File: config.mk
export PLATFORM = sky130hd
export DESIGN_NAME = execute_stage_flat
export DESIGN_NICKNAME = d
export VERILOG_FILES = /design/src/rtl/mips_pkg.sv /design/src/rtl/execute_stage_if.sv /design/src/rtl/mult_div_unit.sv /design/src/rtl/execute_stage.sv /design/src/flat_wrapper.sv
export SDC_FILE = /design/constraint.sdc
export NUM_CORES = 1
export LEC_CHECK = 0
export BUFFER_PORTS_ARGS = -buffer_cell sky130_fd_sc_hd__buf_2
export CAP_MARGIN = 40
export CORE_ASPECT_RATIO = 1.4
export CORE_MARGIN = 2
export CORE_UTILIZATION = 45
export DETAILED_ROUTE_END_ITERATION = 10
export MAX_ROUTING_LAYER = met4
export PLACE_DENSITY = 0.66
export SYNTH_ARGS = -nofsm -noshare
export SYNTH_HDL_FRONTEND = slang
export SYNTH_SLANG_ARGS = --single-unit
export TNS_END_PERCENT = 10
File: constraint.sdc
create_clock -name clk -period 6.6 [get_ports clk]
set_input_delay 1.32 -clock clk [delete_from_list [all_inputs] [get_ports clk]]
set_output_delay 1.32 -clock clk [all_outputs]
set_load 0.03 [all_outputs]
File: src/rtl/mips_pkg.sv
// Shared MIPS execute-stage encodings, the ID/EX payload and the forwarding mux.
package mips_pkg;

   localparam int unsigned WIDTH     = 32;
   localparam int unsigned MD_CYCLES = 32;
   localparam int unsigned REG_W     = 5;

   localparam logic [3:0] ALU_AND  = 4'b0000;
   localparam logic [3:0] ALU_OR   = 4'b0001;
   localparam logic [3:0] ALU_ADD  = 4'b0010;
   localparam logic [3:0] ALU_SUB  = 4'b0110;
   localparam logic [3:0] ALU_SLT  = 4'b0111;
   localparam logic [3:0] ALU_MFHI = 4'b1000;
   localparam logic [3:0] ALU_MFLO = 4'b1001;
   localparam logic [3:0] ALU_NOR  = 4'b1100;

   localparam logic [1:0] MD_NONE  = 2'b00;
   localparam logic [1:0] MD_MULT  = 2'b01;
   localparam logic [1:0] MD_MULTU = 2'b10;
   localparam logic [1:0] MD_DIVU  = 2'b11;

   localparam logic [1:0] FWD_RF   = 2'b00;
   localparam logic [1:0] FWD_RESW = 2'b01;
   localparam logic [1:0] FWD_ALUM = 2'b10;

   localparam logic [1:0] ST_IDLE  = 2'b00;
   localparam logic [1:0] ST_BUSY  = 2'b01;
   localparam logic [1:0] ST_DONE  = 2'b10;

   typedef struct packed {
      logic             jump;
      logic             reg_write;
      logic             mem_write;
      logic [1:0]       memto_reg;
      logic [3:0]       alu_ctrl;
      logic             alu_src;
      logic             reg_dst;
      logic [1:0]       mult_op;
      logic [WIDTH-1:0] rd1;
      logic [WIDTH-1:0] rd2;
      logic [WIDTH-1:0] sign_imm;
      logic [WIDTH-1:0] pc_plus4;
      logic [REG_W-1:0] rs;
      logic [REG_W-1:0] rt;
      logic [REG_W-1:0] rd;
   } idex_t;

   // Select 11 is unused by the hazard unit and falls back to the register file value.
   function automatic logic [WIDTH-1:0] fwd_sel(input logic [WIDTH-1:0] rf,
                                                input logic [WIDTH-1:0] res_w,
                                                input logic [WIDTH-1:0] alu_m,
                                                input logic [1:0]       sel);
      logic [WIDTH-1:0] r;
      r = rf;
      case (sel)
         FWD_RF:   r = rf;
         FWD_RESW: r = res_w;
         FWD_ALUM: r = alu_m;
         default:  r = rf;
      endcase
      return r;
   endfunction

endpackage

File: src/rtl/execute_stage_if.sv
// Bus between decode/hazard logic and the EX stage, plus EX outputs toward the memory stage.
interface execute_stage_if;
   import mips_pkg::*;

   logic             FlushE;
   logic             jumpD, RegWriteD, MemWriteD;
   logic [1:0]       MemtoRegD;
   logic [3:0]       ALUControlD;
   logic             ALUSrcD, RegDstD;
   logic [1:0]       MultOpD;
   logic [WIDTH-1:0] RD1D, RD2D, SignImmD, PCPlus4D;
   logic [REG_W-1:0] RsD, RtD, RdD;
   logic [1:0]       ForwardAE, ForwardBE;
   logic [WIDTH-1:0] ResultW, ALUMultOutM;

   logic             jumpE, RegWriteE, MemWriteE;
   logic [1:0]       MemtoRegE;
   logic [REG_W-1:0] WriteRegE, RsE, RtE;
   logic [WIDTH-1:0] ALUMultOutE, WriteDataE, PCPlus4E;
   logic             MultBusyE;

   modport slave (
      input  FlushE, jumpD, RegWriteD, MemWriteD, MemtoRegD, ALUControlD, ALUSrcD, RegDstD,
             MultOpD, RD1D, RD2D, SignImmD, PCPlus4D, RsD, RtD, RdD, ForwardAE, ForwardBE,
             ResultW, ALUMultOutM,
      output jumpE, RegWriteE, MemWriteE, MemtoRegE, WriteRegE, RsE, RtE, ALUMultOutE,
             WriteDataE, PCPlus4E, MultBusyE
   );

   modport master (
      output FlushE, jumpD, RegWriteD, MemWriteD, MemtoRegD, ALUControlD, ALUSrcD, RegDstD,
             MultOpD, RD1D, RD2D, SignImmD, PCPlus4D, RsD, RtD, RdD, ForwardAE, ForwardBE,
             ResultW, ALUMultOutM,
      input  jumpE, RegWriteE, MemWriteE, MemtoRegE, WriteRegE, RsE, RtE, ALUMultOutE,
             WriteDataE, PCPlus4E, MultBusyE
   );

endinterface

File: src/rtl/mult_div_unit.sv
// Iterative one-bit-per-cycle shift-add multiplier / restoring divider that owns HI and LO.
module mult_div_unit
   import mips_pkg::*;
(
   input  logic             clk,
   input  logic             rst,
   input  logic             start_i,
   input  logic [1:0]       op_i,
   input  logic [WIDTH-1:0] a_i,
   input  logic [WIDTH-1:0] b_i,
   output logic             busy_c,
   output logic             done_c,
   output logic [WIDTH-1:0] hi_o,
   output logic [WIDTH-1:0] lo_o
);

   localparam int unsigned CNT_W = $clog2(MD_CYCLES);
   localparam int unsigned DW    = 2 * WIDTH;

   logic [1:0]       state_q, state_d;
   logic [CNT_W-1:0] count_q, count_d;
   logic [1:0]       op_q, op_d;
   logic             neg_q, neg_d;
   logic [WIDTH-1:0] acc_hi_q, acc_hi_d, acc_lo_q, acc_lo_d;
   logic [WIDTH-1:0] opb_q, opb_d, hi_q, hi_d, lo_q, lo_d;
   logic [WIDTH:0]   mul_sum, div_sh, div_diff;
   logic [DW-1:0]    product, prod_neg;
   logic [WIDTH-1:0] div_hi, div_lo;

   // acc_hi/acc_lo hold {partial product, multiplier} or {remainder, dividend/quotient}.
   always_comb begin
      mul_sum  = {1'b0, acc_hi_q} + (acc_lo_q[0] ? {1'b0, opb_q} : '0);
      product  = {mul_sum, acc_lo_q[WIDTH-1:1]};
      prod_neg = ~product + DW'(1);
      div_sh   = {acc_hi_q, acc_lo_q[WIDTH-1]};
      div_diff = div_sh - {1'b0, opb_q};
      div_hi   = div_diff[WIDTH] ? div_sh[WIDTH-1:0] : div_diff[WIDTH-1:0];
      div_lo   = {acc_lo_q[WIDTH-2:0], ~div_diff[WIDTH]};
   end

   always_comb begin
      state_d  = state_q;
      count_d  = count_q;
      op_d     = op_q;
      neg_d    = neg_q;
      acc_hi_d = acc_hi_q;
      acc_lo_d = acc_lo_q;
      opb_d    = opb_q;
      hi_d     = hi_q;
      lo_d     = lo_q;
      busy_c   = 1'b0;
      done_c   = 1'b0;
      case (state_q)
         ST_IDLE: begin
            if (start_i) begin
               busy_c   = 1'b1;
               state_d  = ST_BUSY;
               count_d  = '0;
               op_d     = op_i;
               acc_hi_d = '0;
               if (op_i == MD_MULT) begin
                  neg_d    = a_i[WIDTH-1] ^ b_i[WIDTH-1];
                  acc_lo_d = a_i[WIDTH-1] ? (~a_i + WIDTH'(1)) : a_i;
                  opb_d    = b_i[WIDTH-1] ? (~b_i + WIDTH'(1)) : b_i;
               end else begin
                  neg_d    = 1'b0;
                  acc_lo_d = a_i;
                  opb_d    = b_i;
               end
            end
         end
         ST_BUSY: begin
            busy_c  = 1'b1;
            count_d = count_q + CNT_W'(1);
            if (op_q == MD_DIVU) begin
               acc_hi_d = div_hi;
               acc_lo_d = div_lo;
            end else begin
               acc_hi_d = product[DW-1:WIDTH];
               acc_lo_d = product[WIDTH-1:0];
            end
            if (count_q == CNT_W'(MD_CYCLES - 1)) begin
               state_d = ST_DONE;
               if (op_q == MD_DIVU) begin
                  hi_d = div_hi;
                  lo_d = div_lo;
               end else begin
                  {hi_d, lo_d} = neg_q ? prod_neg : product;
               end
            end
         end
         ST_DONE: begin
            done_c  = 1'b1;
            state_d = ST_IDLE;
         end
         default: state_d = ST_IDLE;
      endcase
   end

   always_ff @(posedge clk or negedge rst) begin
      if (!rst) begin
         state_q  <= ST_IDLE;
         count_q  <= '0;
         op_q     <= '0;
         neg_q    <= 1'b0;
         acc_hi_q <= '0;
         acc_lo_q <= '0;
         opb_q    <= '0;
         hi_q     <= '0;
         lo_q     <= '0;
      end else begin
         state_q  <= state_d;
         count_q  <= count_d;
         op_q     <= op_d;
         neg_q    <= neg_d;
         acc_hi_q <= acc_hi_d;
         acc_lo_q <= acc_lo_d;
         opb_q    <= opb_d;
         hi_q     <= hi_d;
         lo_q     <= lo_d;
      end
   end

   assign hi_o = hi_q;
   assign lo_o = lo_q;

endmodule

File: src/rtl/execute_stage.sv
// MIPS EX stage: ID/EX register, operand forwarding, ALU, and HI/LO via the mult/div unit.
module execute_stage
   import mips_pkg::*;
(
   input  logic           clk,
   input  logic           rst,
   execute_stage_if.slave ex
);

   idex_t            idex_q, idex_d;
   logic [WIDTH-1:0] src_a, src_b, write_data, alu_c, hi, lo;
   logic             md_busy, md_done, bubble;

   // A running mult/div freezes ID/EX, which also makes FlushE ineffective until it ends.
   always_comb begin
      idex_d = idex_q;
      if (!md_busy) begin
         if (ex.FlushE) begin
            idex_d = '0;
         end else begin
            idex_d.jump      = ex.jumpD;
            idex_d.reg_write = ex.RegWriteD;
            idex_d.mem_write = ex.MemWriteD;
            idex_d.memto_reg = ex.MemtoRegD;
            idex_d.alu_ctrl  = ex.ALUControlD;
            idex_d.alu_src   = ex.ALUSrcD;
            idex_d.reg_dst   = ex.RegDstD;
            idex_d.mult_op   = ex.MultOpD;
            idex_d.rd1       = ex.RD1D;
            idex_d.rd2       = ex.RD2D;
            idex_d.sign_imm  = ex.SignImmD;
            idex_d.pc_plus4  = ex.PCPlus4D;
            idex_d.rs        = ex.RsD;
            idex_d.rt        = ex.RtD;
            idex_d.rd        = ex.RdD;
         end
      end
   end

   always_ff @(posedge clk or negedge rst) begin
      if (!rst) idex_q <= '0;
      else      idex_q <= idex_d;
   end

   assign src_a      = fwd_sel(idex_q.rd1, ex.ResultW, ex.ALUMultOutM, ex.ForwardAE);
   assign write_data = fwd_sel(idex_q.rd2, ex.ResultW, ex.ALUMultOutM, ex.ForwardBE);
   assign src_b      = idex_q.alu_src ? idex_q.sign_imm : write_data;

   always_comb begin
      alu_c = '0;
      case (idex_q.alu_ctrl)
         ALU_AND:  alu_c = src_a & src_b;
         ALU_OR:   alu_c = src_a | src_b;
         ALU_ADD:  alu_c = src_a + src_b;
         ALU_SUB:  alu_c = src_a - src_b;
         ALU_SLT:  alu_c = WIDTH'($signed(src_a) < $signed(src_b));
         ALU_NOR:  alu_c = ~(src_a | src_b);
         ALU_MFHI: alu_c = hi;
         ALU_MFLO: alu_c = lo;
         default:  alu_c = '0;
      endcase
   end

   mult_div_unit u_md (
      .clk     (clk),
      .rst     (rst),
      .start_i (idex_q.mult_op != MD_NONE),
      .op_i    (idex_q.mult_op),
      .a_i     (src_a),
      .b_i     (src_b),
      .busy_c  (md_busy),
      .done_c  (md_done),
      .hi_o    (hi),
      .lo_o    (lo)
   );

   // The instruction held during a mult/div and its DONE cycle is issued downstream as a bubble.
   assign bubble         = md_busy | md_done;
   assign ex.jumpE       = idex_q.jump      & ~bubble;
   assign ex.RegWriteE   = idex_q.reg_write & ~bubble;
   assign ex.MemWriteE   = idex_q.mem_write & ~bubble;
   assign ex.MemtoRegE   = idex_q.memto_reg;
   assign ex.WriteRegE   = idex_q.reg_dst ? idex_q.rd : idex_q.rt;
   assign ex.RsE         = idex_q.rs;
   assign ex.RtE         = idex_q.rt;
   assign ex.ALUMultOutE = alu_c;
   assign ex.WriteDataE  = write_data;
   assign ex.PCPlus4E    = idex_q.pc_plus4;
   assign ex.MultBusyE   = md_busy;

endmodule
File: src/flat_wrapper.sv
// flat-port wrapper written by rule: the top's interface ports become plain ports
module execute_stage_flat import mips_pkg::*;
  (clk, rst, ex_FlushE, ex_jumpD, ex_RegWriteD, ex_MemWriteD, ex_MemtoRegD, ex_ALUControlD, ex_ALUSrcD, ex_RegDstD, ex_MultOpD, ex_RD1D, ex_RD2D, ex_SignImmD, ex_PCPlus4D, ex_RsD, ex_RtD, ex_RdD, ex_ForwardAE, ex_ForwardBE, ex_ResultW, ex_ALUMultOutM, ex_jumpE, ex_RegWriteE, ex_MemWriteE, ex_MemtoRegE, ex_WriteRegE, ex_RsE, ex_RtE, ex_ALUMultOutE, ex_WriteDataE, ex_PCPlus4E, ex_MultBusyE);
  execute_stage_if ex_i ();
  input  logic clk;
  input  logic rst;
  input wire logic [$bits(ex_i.FlushE)-1:0] ex_FlushE;
  input wire logic [$bits(ex_i.jumpD)-1:0] ex_jumpD;
  input wire logic [$bits(ex_i.RegWriteD)-1:0] ex_RegWriteD;
  input wire logic [$bits(ex_i.MemWriteD)-1:0] ex_MemWriteD;
  input wire logic [$bits(ex_i.MemtoRegD)-1:0] ex_MemtoRegD;
  input wire logic [$bits(ex_i.ALUControlD)-1:0] ex_ALUControlD;
  input wire logic [$bits(ex_i.ALUSrcD)-1:0] ex_ALUSrcD;
  input wire logic [$bits(ex_i.RegDstD)-1:0] ex_RegDstD;
  input wire logic [$bits(ex_i.MultOpD)-1:0] ex_MultOpD;
  input wire logic [$bits(ex_i.RD1D)-1:0] ex_RD1D;
  input wire logic [$bits(ex_i.RD2D)-1:0] ex_RD2D;
  input wire logic [$bits(ex_i.SignImmD)-1:0] ex_SignImmD;
  input wire logic [$bits(ex_i.PCPlus4D)-1:0] ex_PCPlus4D;
  input wire logic [$bits(ex_i.RsD)-1:0] ex_RsD;
  input wire logic [$bits(ex_i.RtD)-1:0] ex_RtD;
  input wire logic [$bits(ex_i.RdD)-1:0] ex_RdD;
  input wire logic [$bits(ex_i.ForwardAE)-1:0] ex_ForwardAE;
  input wire logic [$bits(ex_i.ForwardBE)-1:0] ex_ForwardBE;
  input wire logic [$bits(ex_i.ResultW)-1:0] ex_ResultW;
  input wire logic [$bits(ex_i.ALUMultOutM)-1:0] ex_ALUMultOutM;
  output wire logic [$bits(ex_i.jumpE)-1:0] ex_jumpE;
  output wire logic [$bits(ex_i.RegWriteE)-1:0] ex_RegWriteE;
  output wire logic [$bits(ex_i.MemWriteE)-1:0] ex_MemWriteE;
  output wire logic [$bits(ex_i.MemtoRegE)-1:0] ex_MemtoRegE;
  output wire logic [$bits(ex_i.WriteRegE)-1:0] ex_WriteRegE;
  output wire logic [$bits(ex_i.RsE)-1:0] ex_RsE;
  output wire logic [$bits(ex_i.RtE)-1:0] ex_RtE;
  output wire logic [$bits(ex_i.ALUMultOutE)-1:0] ex_ALUMultOutE;
  output wire logic [$bits(ex_i.WriteDataE)-1:0] ex_WriteDataE;
  output wire logic [$bits(ex_i.PCPlus4E)-1:0] ex_PCPlus4E;
  output wire logic [$bits(ex_i.MultBusyE)-1:0] ex_MultBusyE;
  assign ex_i.FlushE = ex_FlushE;
  assign ex_i.jumpD = ex_jumpD;
  assign ex_i.RegWriteD = ex_RegWriteD;
  assign ex_i.MemWriteD = ex_MemWriteD;
  assign ex_i.MemtoRegD = ex_MemtoRegD;
  assign ex_i.ALUControlD = ex_ALUControlD;
  assign ex_i.ALUSrcD = ex_ALUSrcD;
  assign ex_i.RegDstD = ex_RegDstD;
  assign ex_i.MultOpD = ex_MultOpD;
  assign ex_i.RD1D = ex_RD1D;
  assign ex_i.RD2D = ex_RD2D;
  assign ex_i.SignImmD = ex_SignImmD;
  assign ex_i.PCPlus4D = ex_PCPlus4D;
  assign ex_i.RsD = ex_RsD;
  assign ex_i.RtD = ex_RtD;
  assign ex_i.RdD = ex_RdD;
  assign ex_i.ForwardAE = ex_ForwardAE;
  assign ex_i.ForwardBE = ex_ForwardBE;
  assign ex_i.ResultW = ex_ResultW;
  assign ex_i.ALUMultOutM = ex_ALUMultOutM;
  assign ex_jumpE = ex_i.jumpE;
  assign ex_RegWriteE = ex_i.RegWriteE;
  assign ex_MemWriteE = ex_i.MemWriteE;
  assign ex_MemtoRegE = ex_i.MemtoRegE;
  assign ex_WriteRegE = ex_i.WriteRegE;
  assign ex_RsE = ex_i.RsE;
  assign ex_RtE = ex_i.RtE;
  assign ex_ALUMultOutE = ex_i.ALUMultOutE;
  assign ex_WriteDataE = ex_i.WriteDataE;
  assign ex_PCPlus4E = ex_i.PCPlus4E;
  assign ex_MultBusyE = ex_i.MultBusyE;
  execute_stage u_core (.clk(clk), .rst(rst), .ex(ex_i));
endmodule
==> reports/results.txt <==
The share of layout cells above drive strength 1 works out to 23.5%. The ratio of final minimum period to clock period was 99.9%; the worst ir drop on vdd was 314 uV. Across all setup checks in the final design, the least slack found is 0.00969 ns. The logs give 97800 um for the total length of routed wires and 32.3% for the relative max-transition margin. Data on the critical path is required at its endpoint by 5.28 ns. The logs give 0 ns for the total negative setup slack and 0.0278 ns for the clock skew. Dividing total power by cell area gives a power density of 560 mW/mm2. The number of port buffers was 343; the design internal power was 9.51 mW. Die footprint: 0.0649 mm2. The finished cells cover 0.0345 mm2. The reg-to-reg critical path startpoint was u_core.u_md.acc_lo_q[0]. Counting instances, the worst hold path has a depth of 2. The die width is 216 um.

At the pin with the least slew margin, the transition time is 1.02 ns. For hold timing, the worst endpoint is u_core.idex_q[155]. For this run the aggregate overflow at the end of global routing stands at 0. The run gives 2 as the level count of the clock H-tree.

For the achievable clock frequency, the log shows 152 MHz. The final count of hold timing violations is 0, and the aggregate global-route resource usage is 30.0%. A synthesized cell averages 7.77 um2. The logs give 16.3 nW for the leakage component of the power and 166 for the largest net degree at the start of global routing. The clock root buffer master was clkbuf_16. The flip-flop and latch count after synthesis is 326, and the largest stage delay on the critical path is 0.57 ns. The clock reaches the later pin of the worst-skew pair after 0.56 ns.

The filler cells instantiated in the layout total 5925. The largest fanout of any net on the critical path works out to 7. The tools report the post-synth net total as 4052. The most numerous cell on the critical path was buf_4. In this run, flip-flops and latches consume 18.4% of the power. Data arrives at the worst endpoint at 5.27 ns. The wire-length estimate of the detail-placed layout is 75100 um. The number of hold-repair buffers added at the cts stage came out at 0.

The distinct cell type count of the synthesized netlist was 95; the clock-pin slew on the worst setup and hold paths was 0.06 ns. The master of the slowest instance on the critical path is or4_4. In this run the count of I/O pins placed on the die edge is 344.

In this run the power spent charging and discharging nets is 9.77 mW. The run finished with clean final reports. For the CTS buffer count, the log shows 34.

The core region is 0.0620 mm2. The tools report the initial detailed-routing violation count as 1911. The worst hold path belongs to the class reg -> reg. The layout overhead on the synthesized area was 21.9%. The worst setup path is launched from an input port. The average wire per cell in the routed design works out to 20.0 um. The worst register-to-register path ends at u_core.u_md.hi_o[30]. Row generation in the floorplan step produced 108 rows. The run gives 27300 as the via count of the first global-routing pass. The worst path in the final design needs a cycle of 6.59 ns, including I/O delays and setup. Yosys mapped a number of flops with a built-in enable equal to 0.

The launch instance of the worst min-delay path was u_core.idex_q[155]. The clock passes through at most 3 buffers. The share of flip-flops with an asynchronous set or reset is 100%, and the initial antenna violation count is 1. The congestion estimate from routability-driven global placement came to 0.984. The slack of the worst reg-to-reg path was 1.75 ns; the worst-case reg-to-reg path depth was 15. The gate count of the mapped netlist came out at 3640. The first global-routing pass estimated 151000 um of wire. The fraction of power consumed by combinational cells was 70.8%. TritonCTS built the clock tree.

The tools report the element type at the critical path end as a primary output. The design draws 19.3 mW. Detail-routed via count per cell: 5.74. In this run the vertical extent of the chip is 301 um. The routed layout has 28100 vias. Traced cell by cell, the critical path runs through buf_4 > ha_4 > buf_12 > buf_6 > a22oi_2 > o21ai_2 > mux2_4 > inv_4 > ha_4 > or4_4 > or2_4 > a31oi_4 > a211oi_4 > o211ai_1 > buf_4 > buf_4 > buf_4 > buf_4 > a21oi_1 > nor2_1 > xor2_1 > o21ai_2 > buf_6. The initial core utilization was 45.6%; the post-placement cell area was 0.0323 mm2. The proportion of total power due to net switching came out at 50.7%. The start-to-end type of the worst setup path was in -> out. Per report_power, the clock group accounts for 10.7% of the total. In the synthesized netlist the dominant register cell turns out to be dfrtp_1. The cell area that synthesis handed to floorplanning was 0.0283 mm2.

The clock net in this run drives a total of 326 sinks. The tool flagged a number of max-cap violations equal to 0. The net count of the finished layout is 4465. Setup violations remaining at the end of the flow were counted as 0. The final number of max-transition violations is 0, and the post-place setup slack is -0.390 ns. The first detailed-routing pass took 6 iterations. Setup repair after global routing could not meet its margin everywhere.

Sequential cells were found to cover 28.9% of the synthesized design area. The Yosys step of the flow raised 0 warnings. The number of remaining DRC errors was 0; the number of nets with antenna violations after detailed routing was 0.
Yosys cell counts (all sizes together) (55+ instances only):
master | number | area, um2
a21oi | 207 | 1040
a22oi | 67 | 503
buf | 80 | 518
clkbuf | 213 | 820
dfrtp | 326 | 8160
ha | 181 | 2260
inv | 177 | 664
nand2 | 664 | 2500
nand3 | 55 | 280
nand3b | 159 | 1190
nor2 | 175 | 657
nor3 | 64 | 347
o21ai | 373 | 1870
xnor2 | 145 | 1270
state kept, by name, indices dropped and copies added, names as in the netlist:
register	count
u_core.ex.PCPlus4E	32
u_core.u_md.neg_q	1
u_core.u_md.state_q	2
u_core.u_md.op_q	2
u_core.u_md.lo_o	32
u_core.u_md.count_q	5
u_core.u_md.hi_o	32
u_core.u_md.opb_q	32
u_core.u_md.acc_lo_q	32
u_core.ex.RtE	5
u_core.idex_q	112
u_core.u_md.acc_hi_q	32
u_core.ex.MemtoRegE	2
u_core.ex.RsE	5
power by group through the flow:
| stage | clock network, mW | registers, mW | logic, mW |
|---|---|---|---|
| 2_1_floorplan | 0 | 3.21 | 9.24 |
| 3_3_place_gp | 0 | 3.57 | 12.8 |
| 3_5_place_dp | 0 | 3.56 | 12.9 |
| 4_1_cts | 2.11 | 3.52 | 13.1 |
| 5_1_grt | 2.18 | 3.66 | 14.9 |
| 6_report | 2.07 | 3.56 | 13.7 |
cells in the final DEF, fill, tap and decap left out, types with 18 or more instances in the layout:
cell and instances:
mux2i_1 35, o211ai_1 26, and2_1 43, or3_1 19, o21ai_1 30, o21bai_1 25, a21oi_1 202, nor2_1 173
a22oi_1 56, ha_1 160, o21ai_0 308, xor2_1 41, a21o_1 47, o21a_1 31, dfrtp_1 322, xnor2_1 144
buf_2 329, a221o_1 39, a22o_1 19, buf_4 312, nand2_1 658, a31oi_1 28, a211oi_1 21, nor2b_1 24
mux2_2 47, nor3_1 55, inv_1 169, o31ai_1 28, and3_1 18, clkbuf_16 37, nand3b_1 159, nand2b_1 18
nand3_1 54, o21ai_2 28, o221ai_1 18
cell families (layout without fill, tap and decap cells):
family                   Yosys count  in the layout  share of synthesized area (%)
adder cells (fa/ha/maj)          185            185                           8.30
XOR/XNOR                         187            187                           5.79
multiplexers                      89             89                           3.43
AND/OR/NAND/NOR                 1319           1319                           22.3
AO/OA/AOI/OAI                   1062           1062                           24.1
buffers and inverters            472            907                           7.16
other                              0              1                              0
flip-flops                       326            326                           28.9
metal layers:
layer | share of wire (%) | vias up | track usage (%)
li1 | - | 13600 | -
met1 | 41 | 13400 | 36.6
met2 | 49 | 909 | 51.7
met3 | 5.5 | 194 | 2.65
met4 | 3.8 | 0 | 10.8
met5 | 0 | - | -
stage by stage:
stage	std cells	hold slack, ns	utilization [%]
after floorplan	3640	0.430	-
after global placement	4815	0.441	51.9
after detailed placement	4819	0.448	52.0
after CTS	4884	0.462	54.3
after global routing	4901	0.474	55.6
final	4901	0.458	55.6
worst max path at each step:
stage,start,to,slack (ns),cells past startpoint
floorplan,ex_ForwardBE[0],ex_ALUMultOutE[29],-0.07,20
global placement,ex_ForwardBE[0],ex_ALUMultOutE[25],-0.34,21
detailed placement,ex_ForwardBE[0],ex_ALUMultOutE[28],-0.39,22
CTS,ex_ForwardAE[0],ex_ALUMultOutE[31],-0.004,22
global route,ex_ForwardBE[1],ex_ALUMultOutE[25],-0.17,23
finish,ex_ForwardBE[1],ex_ALUMultOutE[25],0.01,23
area by class of cell:
class	instances	area (um2)	share of cell area (%)
Clock buffer	46	977	2.84
Multi-Input combinational cell	2842	19000	55.0
Inverter	177	676	1.96
Tap cell	825	1030	3.00
Sequential cell	326	8160	23.7
Timing Repair Buffer	672	4480	13.0
Antenna cell	1	2.50	0.00726
Clock inverter	12	180	0.523
critical path, delay by kind of cell:
family | cells | cell delay, ns
AO/OA/AOI/OAI | 7 | 0.94
buffers and inverters | 9 | 1.07
XOR/XNOR | 1 | 0.23
AND/OR/NAND/NOR | 3 | 1.02
multiplexers | 1 | 0.30
adder cells (fa/ha/maj) | 2 | 0.38
what timing repair did:
| item | 4_1_cts | 5_1_grt |
|---|---|---|
| pin swaps | 13 | 46 |
| setup endpoints to repair | 18 | 17 |
| resized for setup | 58 | 149 |
| setup buffers | 7 | 16 |
| cloned | 0 | 2 |
Power figures use the tool's default switching activity.
